$ cat config.mk
export PLATFORM = sky130hd
export DESIGN_NAME = load_store_sequencer_flat
export DESIGN_NICKNAME = d
export VERILOG_FILES = /design/src/rtl/load_store_pkg.sv /design/src/rtl/load_store_sequencer_if.sv /design/src/rtl/load_store_sequencer_burst_buffer.sv /design/src/rtl/load_store_sequencer.sv /design/src/flat_wrapper.sv
export SDC_FILE = /design/constraint.sdc
export NUM_CORES = 1
export LEC_CHECK = 0
export ABC_AREA = 1
export BUFFER_PORTS_ARGS = -buffer_cell sky130_fd_sc_hd__clkbuf_2
export CAP_MARGIN = 20
export CORE_ASPECT_RATIO = 1.75
export CORE_MARGIN = 1.5
export CORE_UTILIZATION = 55
export DETAILED_ROUTE_END_ITERATION = 16
export GPL_ROUTABILITY_DRIVEN = 0
export PLACE_DENSITY = 0.75
export SLEW_MARGIN = 20
export SYNTH_ARGS = -nofsm -noshare
export SYNTH_HDL_FRONTEND = slang
export SYNTH_SLANG_ARGS = --single-unit
export TNS_END_PERCENT = 30
$ cat constraint.sdc
create_clock -name clock -period 1.85 [get_ports clock]
set_clock_uncertainty 0.2 [all_clocks]
set_input_delay 0 -clock clock [delete_from_list [all_inputs] [get_ports clock]]
set_output_delay 0 -clock clock [all_outputs]
set_load 0.01 [all_outputs]
$ cat src/rtl/load_store_pkg.sv
// Shared types for the load/store sequencer: state encoding and small helpers.
package load_store_pkg;

    typedef enum logic [2:0] {
        ST_IDLE  = 3'd0,
        ST_WAIT  = 3'd1,
        ST_LOAD  = 3'd2,
        ST_STORE = 3'd3,
        ST_DONE  = 3'd4
    } state_e;

    // Counter width able to hold 0..v-1, never narrower than one bit.
    function automatic int min1_clog2(input int v);
        return (v > 1) ? $clog2(v) : 1;
    endfunction

    // Human-readable state name for log messages.
    function automatic string state_name(input logic [2:0] s);
        case (s)
            3'd0:    return "IDLE";
            3'd1:    return "WAIT";
            3'd2:    return "LOAD";
            3'd3:    return "STORE";
            3'd4:    return "DONE";
            default: return "ILLEGAL";
        endcase
    endfunction

endpackage

$ cat src/rtl/load_store_sequencer_if.sv
// Producer-side and consumer-side valid/ready streams of the sequencer.
interface load_store_sequencer_if #(
    parameter int DATA_W = 8
);
    logic              in_valid;
    logic [DATA_W-1:0] in_data;
    logic              in_ready;
    logic              out_valid;
    logic [DATA_W-1:0] out_data;
    logic              out_ready;

    // Environment side: drives load words and store backpressure.
    modport master (
        output in_valid, in_data, out_ready,
        input  in_ready, out_valid, out_data
    );

    // Sequencer side.
    modport slave (
        input  in_valid, in_data, out_ready,
        output in_ready, out_valid, out_data
    );
endinterface

$ cat src/rtl/load_store_sequencer_burst_buffer.sv
// Burst storage: one synchronous write port, one combinational read port.
module burst_buffer #(
    parameter int DATA_W = 8,
    parameter int DEPTH  = 4,
    parameter int AW     = 2
) (
    input  logic              clock,
    input  logic              we,
    input  logic [AW-1:0]     waddr,
    input  logic [DATA_W-1:0] wdata,
    input  logic [AW-1:0]     raddr,
    output logic [DATA_W-1:0] rdata
);
    logic [DATA_W-1:0] mem [DEPTH];

    // Capture one load word per accepted handshake.
    // NOTE: storage has no reset; every word is written before it is read, and the output mux hides stale contents.
    always_ff @(posedge clock) begin
        if (we) begin
            mem[waddr] <= wdata;
        end
    end

    assign rdata = mem[raddr];
endmodule

$ cat src/rtl/load_store_sequencer.sv
// Load/store sequencer: settle wait, burst load into a buffer, then burst
// store in forward or reversed order, with a one-cycle completion pulse.
module load_store_sequencer
    import load_store_pkg::*;
#(
    parameter int DATA_W      = 8,
    parameter int BURST_LEN   = 4,
    parameter int WAIT_CYCLES = 2
) (
    input  logic                          clock,
    input  logic                          reset,
    input  logic                          start,
    input  logic                          reverse,
    load_store_sequencer_if.slave         bus,
    output logic                          busy,
    output logic                          done,
    output logic [2:0]                    state
);
    localparam int IDX_W  = min1_clog2(BURST_LEN);
    localparam int WCNT_W = min1_clog2(WAIT_CYCLES + 1);

    localparam logic [IDX_W-1:0]  IDX_LAST  = IDX_W'(BURST_LEN - 1);
    localparam logic [WCNT_W-1:0] WAIT_LAST = WCNT_W'((WAIT_CYCLES > 0) ? WAIT_CYCLES - 1 : 0);

    state_e             state_q, state_d;
    logic [IDX_W-1:0]   idx_q, idx_d;
    logic [WCNT_W-1:0]  wcnt_q, wcnt_d;
    logic               rev_q, rev_d;
    logic               in_ready_q, in_ready_d;
    logic               out_valid_q, out_valid_d;
    logic               busy_q, busy_d;
    logic               done_q, done_d;

    logic               buf_we;
    logic [IDX_W-1:0]   rd_addr;
    logic [DATA_W-1:0]  rd_data;

    // Next-state, counter and registered-output computation.
    // NOTE: every signal gets a default first so no path leaves one unassigned and infers a latch.
    always_comb begin
        state_d = state_q;
        idx_d   = idx_q;
        wcnt_d  = wcnt_q;
        rev_d   = rev_q;
        buf_we  = 1'b0;

        case (state_q)
            ST_IDLE: begin
                if (start) begin
                    rev_d   = reverse;
                    idx_d   = '0;
                    wcnt_d  = '0;
                    state_d = (WAIT_CYCLES > 0) ? ST_WAIT : ST_LOAD;
                end
            end
            ST_WAIT: begin
                if (wcnt_q == WAIT_LAST) begin
                    wcnt_d  = '0;
                    state_d = ST_LOAD;
                end else begin
                    wcnt_d = wcnt_q + WCNT_W'(1);
                end
            end
            ST_LOAD: begin
                if (bus.in_valid && in_ready_q) begin
                    buf_we = 1'b1;
                    if (idx_q == IDX_LAST) begin
                        idx_d   = '0;
                        state_d = ST_STORE;
                    end else begin
                        idx_d = idx_q + IDX_W'(1);
                    end
                end
            end
            ST_STORE: begin
                if (out_valid_q && bus.out_ready) begin
                    if (idx_q == IDX_LAST) begin
                        idx_d   = '0;
                        state_d = ST_DONE;
                    end else begin
                        idx_d = idx_q + IDX_W'(1);
                    end
                end
            end
            ST_DONE: begin
                state_d = ST_IDLE;
            end
            default: begin
                idx_d   = '0;
                wcnt_d  = '0;
                state_d = ST_IDLE;
            end
        endcase

        // Outputs are decoded from the next state so they register alongside it.
        in_ready_d  = (state_d == ST_LOAD);
        out_valid_d = (state_d == ST_STORE);
        busy_d      = (state_d != ST_IDLE);
        done_d      = (state_d == ST_DONE);
    end

    // Sequencer state and registered outputs, with synchronous reset.
    // NOTE: non-blocking assignments so every flop samples pre-edge values.
    always_ff @(posedge clock) begin
        if (reset) begin
            state_q     <= ST_IDLE;
            idx_q       <= '0;
            wcnt_q      <= '0;
            rev_q       <= 1'b0;
            in_ready_q  <= 1'b0;
            out_valid_q <= 1'b0;
            busy_q      <= 1'b0;
            done_q      <= 1'b0;
        end else begin
            state_q     <= state_d;
            idx_q       <= idx_d;
            wcnt_q      <= wcnt_d;
            rev_q       <= rev_d;
            in_ready_q  <= in_ready_d;
            out_valid_q <= out_valid_d;
            busy_q      <= busy_d;
            done_q      <= done_d;
        end
    end

    assign rd_addr = rev_q ? (IDX_LAST - idx_q) : idx_q;

    burst_buffer #(
        .DATA_W (DATA_W),
        .DEPTH  (BURST_LEN),
        .AW     (IDX_W)
    ) u_buf (
        .clock (clock),
        .we    (buf_we),
        .waddr (idx_q),
        .wdata (bus.in_data),
        .raddr (rd_addr),
        .rdata (rd_data)
    );

    // Outside STORE the data bus is forced to zero rather than exposing buffer contents.
    assign bus.out_data  = out_valid_q ? rd_data : '0;
    assign bus.in_ready  = in_ready_q;
    assign bus.out_valid = out_valid_q;
    assign busy          = busy_q;
    assign done          = done_q;
    assign state         = state_q;
endmodule
$ cat src/flat_wrapper.sv
// flat-port wrapper written by rule: the top's interface ports become plain ports
module load_store_sequencer_flat import load_store_pkg::*;
#(
    parameter int DATA_W      = 8,
    parameter int BURST_LEN   = 4,
    parameter int WAIT_CYCLES = 2
)
  (clock, reset, start, reverse, busy, done, state, bus_in_valid, bus_in_data, bus_out_ready, bus_in_ready, bus_out_valid, bus_out_data);
  load_store_sequencer_if #(.DATA_W(DATA_W)) bus_i ();
  input  logic clock;
  input  logic reset;
  input  logic start;
  input  logic reverse;
  output logic busy;
  output logic done;
  output logic [2:0] state;
  input wire logic [$bits(bus_i.in_valid)-1:0] bus_in_valid;
  input wire logic [$bits(bus_i.in_data)-1:0] bus_in_data;
  input wire logic [$bits(bus_i.out_ready)-1:0] bus_out_ready;
  output wire logic [$bits(bus_i.in_ready)-1:0] bus_in_ready;
  output wire logic [$bits(bus_i.out_valid)-1:0] bus_out_valid;
  output wire logic [$bits(bus_i.out_data)-1:0] bus_out_data;
  assign bus_i.in_valid = bus_in_valid;
  assign bus_i.in_data = bus_in_data;
  assign bus_i.out_ready = bus_out_ready;
  assign bus_in_ready = bus_i.in_ready;
  assign bus_out_valid = bus_i.out_valid;
  assign bus_out_data = bus_i.out_data;
  load_store_sequencer #(.DATA_W(DATA_W), .BURST_LEN(BURST_LEN), .WAIT_CYCLES(WAIT_CYCLES)) u_core (.clock(clock), .reset(reset), .start(start), .reverse(reverse), .bus(bus_i), .busy(busy), .done(done), .state(state));
endmodule
==> impl_metrics.csv <==
group,metric,value,unit
synthesis,postSynthCellCount,193,
power,power.leakage,1.08,nW
die,floorplan.die_area,3910,sq um
timing,final_min_period_over_clock_period,97.0,%
synthesis,synth.largest_area_cell,"sky130_fd_sc_hd__edfxtp_1",
routing,dr.pass1.iters,4,
min_path,worstHoldEndpoint,"u_core.u_buf.mem[0][7]$_DFFE_PP_",
worst_setup_path,worst-path-max-fanout,8,
synthesis,synth.ff_latch_count,44,
routing,ant_nets,0,
global_route,grt_start_max_net_pins,25,
clock_tree,cts_buffer_depth,2,
die,die_height,81.6,microns
final_layout,antenna-diode-count,0,
power,power.ir.vdd_worst,0.805,mV
die,fp.coreArea,3360,sq um
global_route,first_global_vias,1450,
timing,slew_headroom,79.8,%
worst_setup_path,reg2reg_setup_slack,0.14,ns
place,post_dp_cell_area,2160,sq um
synthesis,synth.distinct_cells,19,
global_route,gr-usage-met1,19.9,%
min_path,hp-start,"bus_in_data[7]",
synthesis,synth_nets,211,
synthesis,synth_sequential_area_ratio,61.9,%
global_route,gr-total-overflow,0,
die,fp-row-count,28,
worst_setup_path,r2r_start,"u_core.idx_q[1]$_SDFFE_PP0P_",
timing,tightestPinTransition,0.302,ns
global_route,grt_usage,22.9,%
worst_setup_path,endpoint_kind,"primary output",
routing,dr_total_vias,1552,
final_layout,layout-drive-gt1-share,24.1,%
routing,avgRoutedWirePerCell,14.4,microns
timing,maxSlewViolCount,0,
outcome,run_status,"finished clean",
place,dp_cells,270,
clock_tree,clock_tree.htree_level_count,2,
clock_tree,cts_inserted_buffers,5,
final_layout,post-route-cell-area,2440,sq um
final_layout,area_growth_syn_to_layout,25.5,%
timing,clock_period_minus_worst_slack,1.79,ns
power,power_density,875,nW/um^2
final_layout,post_layout_nonfiller_instances,294,
routing,finalWirelength,4220,microns
routing,remaining_drc_errors,0,
die,io_pins,29,
worst_setup_path,critPathRequiredTime,1.65,ns
worst_setup_path,timing.reg2reg.worst_path_depth,8,
timing,fin_hold_ws,0.270,ns
synthesis,post_synth_main_area_contributors,"sky130_fd_sc_hd__edfxtp_1, sky130_fd_sc_hd__dfxtp_1, sky130_fd_sc_hd__nand2_1",
die,start_util,57.7,%
job,drv_cap,0,
clock_tree,tritoncts,"done",
global_route,initial_antenna_violation_count,0,
clock_tree,cts_sink_count,44,
clock_tree,clkLatencyLatePin,0.29,ns
timing,final_worst_slack,0.0550,ns
worst_setup_path,cp.arrival,1.59,ns
worst_setup_path,worst_setup_path_start_kind,"flip-flop",
min_path,worst_min_path_class,"input pin to flip-flop",
timing,final_setup_tns,0,ns
final_layout,nNetsFinal,266,
place,dp_hpwl,2850,microns
timing,timing.fmax,0.557,GHz
timing,unrepaired_setup_endpoints_after_global_routing,"yes",
synthesis,syn_area,1940,sq um
die,die_width,47.9,microns
timing,setup_viol,0,
routing,detailedRoute.firstIterationViolations,59,
global_route,busiest_layer,"met2",
clock_tree,cts-root-buf,"sky130_fd_sc_hd__clkbuf_8",
place,io_buffer_count,28,
synthesis,avgSynthCellArea,10.1,sq um
min_path,hold_path_depth,2,
global_route,grt_util_met2,43.9,%
worst_setup_path,timing_worst_setup_path_type,"flip-flop to primary output",
worst_setup_path,critical_path.reg2reg.endpoint,"u_core.busy$_SDFF_PP0_",
synthesis,synthesis.yosys.warnings,0,
clock_tree,clkSlewWorstSetupHoldPaths,0.08,ns
place,dpl_worst_slack,0.140,ns
synthesis,synth_largest_type_area_fraction,49.5,%
routing,viasPerCell,5.28,
global_route,first_pass_grt_wire_length,6090,microns
global_route,use_met3,4.84,%
timing,final-hold-violation-count,0,
-- metrics by stage --
stage	util [%]	total power, mW
2_1_floorplan	-	1.38
3_3_place_gp	64.2	1.46
3_5_place_dp	64.2	1.47
4_1_cts	71.5	2.11
5_1_grt	72.5	2.23
6_report	72.5	2.13
-- metal layers --
layer  up-vias  routed length (microns)
li1        756                        -
met1       737                     1420
met2        49                     2530
met3        10                      170
met4         0                      102
met5         -                        0
-- how the worst max path moves through the flow --
stage                                 startpoint                          endpoint  slack, ns  cells past startpoint
floorplan             u_core.state[1]$_SDFF_PP0_  u_core.u_buf.mem[0][0]$_DFFE_PP_       0.15                      4
global placement    u_core.idx_q[1]$_SDFFE_PP0P_            u_core.busy$_SDFF_PP0_       0.19                      8
detailed placement  u_core.idx_q[1]$_SDFFE_PP0P_            u_core.busy$_SDFF_PP0_       0.14                      8
CTS                 u_core.idx_q[1]$_SDFFE_PP0P_                   bus_out_data[6]       0.02                      5
global route        u_core.idx_q[0]$_SDFFE_PP0P_                   bus_out_data[1]      -0.09                      7
finish                 u_core.rev_q$_SDFFE_PP0P_                   bus_out_data[1]       0.06                      7
-- report_power, final --
part           switching [mW]  internal (mW)
registers              0.0287           1.08
logic                   0.252          0.166
clock network           0.310          0.298
-- sequential cells by signal, indices dropped and copies added (netlist names) --
signal / flops
u_core.bus.in_ready: 1
u_core.bus.out_valid: 1
u_core.busy: 1
u_core.done: 1
u_core.idx_q: 2
u_core.rev_q: 1
u_core.state: 3
u_core.u_buf.mem: 32
u_core.wcnt_q: 2
-- cell usage after synthesis --
library cell               number
sky130_fd_sc_hd__nand2_1       46
sky130_fd_sc_hd__nor3_1         6
sky130_fd_sc_hd__xnor2_2        1
sky130_fd_sc_hd__nor2_1        15
sky130_fd_sc_hd__dfxtp_1       12
sky130_fd_sc_hd__nand3_1       17
sky130_fd_sc_hd__nand2_4        2
sky130_fd_sc_hd__o21ai_0        1
sky130_fd_sc_hd__o21bai_1       2
sky130_fd_sc_hd__nand2_2        5
sky130_fd_sc_hd__buf_6          2
sky130_fd_sc_hd__o211ai_1       7
sky130_fd_sc_hd__o211ai_2       1
sky130_fd_sc_hd__ha_1           4
sky130_fd_sc_hd__a21oi_1       12
sky130_fd_sc_hd__nor3b_1        1
sky130_fd_sc_hd__inv_2          1
sky130_fd_sc_hd__edfxtp_1      32
sky130_fd_sc_hd__inv_1         26
-- critical path, cell delays in order, from the launching register on --
cell                       delay, ns
sky130_fd_sc_hd__dfxtp_4        0.38
sky130_fd_sc_hd__nand2_2        0.17
sky130_fd_sc_hd__buf_4          0.20
sky130_fd_sc_hd__nand3_1        0.11
sky130_fd_sc_hd__nand2_1        0.07
sky130_fd_sc_hd__nand2_1        0.06
sky130_fd_sc_hd__a21oi_1        0.16
sky130_fd_sc_hd__clkbuf_2       0.16
-- what timing repair did --
action	4_1_cts	5_1_grt
endpoints found under the hold margin	44	0
pin swaps	0	2
gates cloned	0	2
hold buffers	13	0
buffers inserted	0	1
setup endpoints to repair	8	11
gates resized for setup	4	5
-- kinds of logic after synthesis --
logic type,share of synthesized area (%)
flops,61.9
simple gates,20.9
xor+xnor,0.838
buf+inv,6.38
compound gates,7.47
fa+ha+maj,2.58
-- area by class of cell --
| class | count | area (sq um) |
|---|---|---|
| clock buffers | 6 | 82.6 |
| clock inverters | 2 | 10.0 |
| flip-flops and latches | 44 | 1210 |
| well taps | 45 | 56.3 |
| fillers | 256 | 926 |
| repair buffers | 48 | 323 |
| multi-input cells | 122 | 654 |
| inverters | 27 | 101 |
-- placed cells by master (no fill, tap or decap) --
cell                            count
sky130_fd_sc_hd__nand2_1           46
sky130_fd_sc_hd__edfxtp_1          32
sky130_fd_sc_hd__clkbuf_2          28
sky130_fd_sc_hd__inv_1             24
sky130_fd_sc_hd__nand3_1           17
sky130_fd_sc_hd__nor2_1            15
sky130_fd_sc_hd__dlygate4sd3_1     13
sky130_fd_sc_hd__a21oi_1           12
sky130_fd_sc_hd__dfxtp_1            9
sky130_fd_sc_hd__o211ai_1           7
sky130_fd_sc_hd__buf_4              7
sky130_fd_sc_hd__nand2_2            6
sky130_fd_sc_hd__nor3_1             6
sky130_fd_sc_hd__clkbuf_8           6
sky130_fd_sc_hd__ha_1               4
sky130_fd_sc_hd__inv_2              3
sky130_fd_sc_hd__nand2_4            2
sky130_fd_sc_hd__o21bai_1           2
sky130_fd_sc_hd__clkinv_2           2
sky130_fd_sc_hd__dfxtp_4            2
sky130_fd_sc_hd__nand2_8            1
sky130_fd_sc_hd__xnor2_4            1
sky130_fd_sc_hd__o211ai_2           1
sky130_fd_sc_hd__o21ai_0            1
sky130_fd_sc_hd__nor3b_1            1
sky130_fd_sc_hd__dfxtp_2            1
Note: power is estimated with default switching activity, not from simulation.
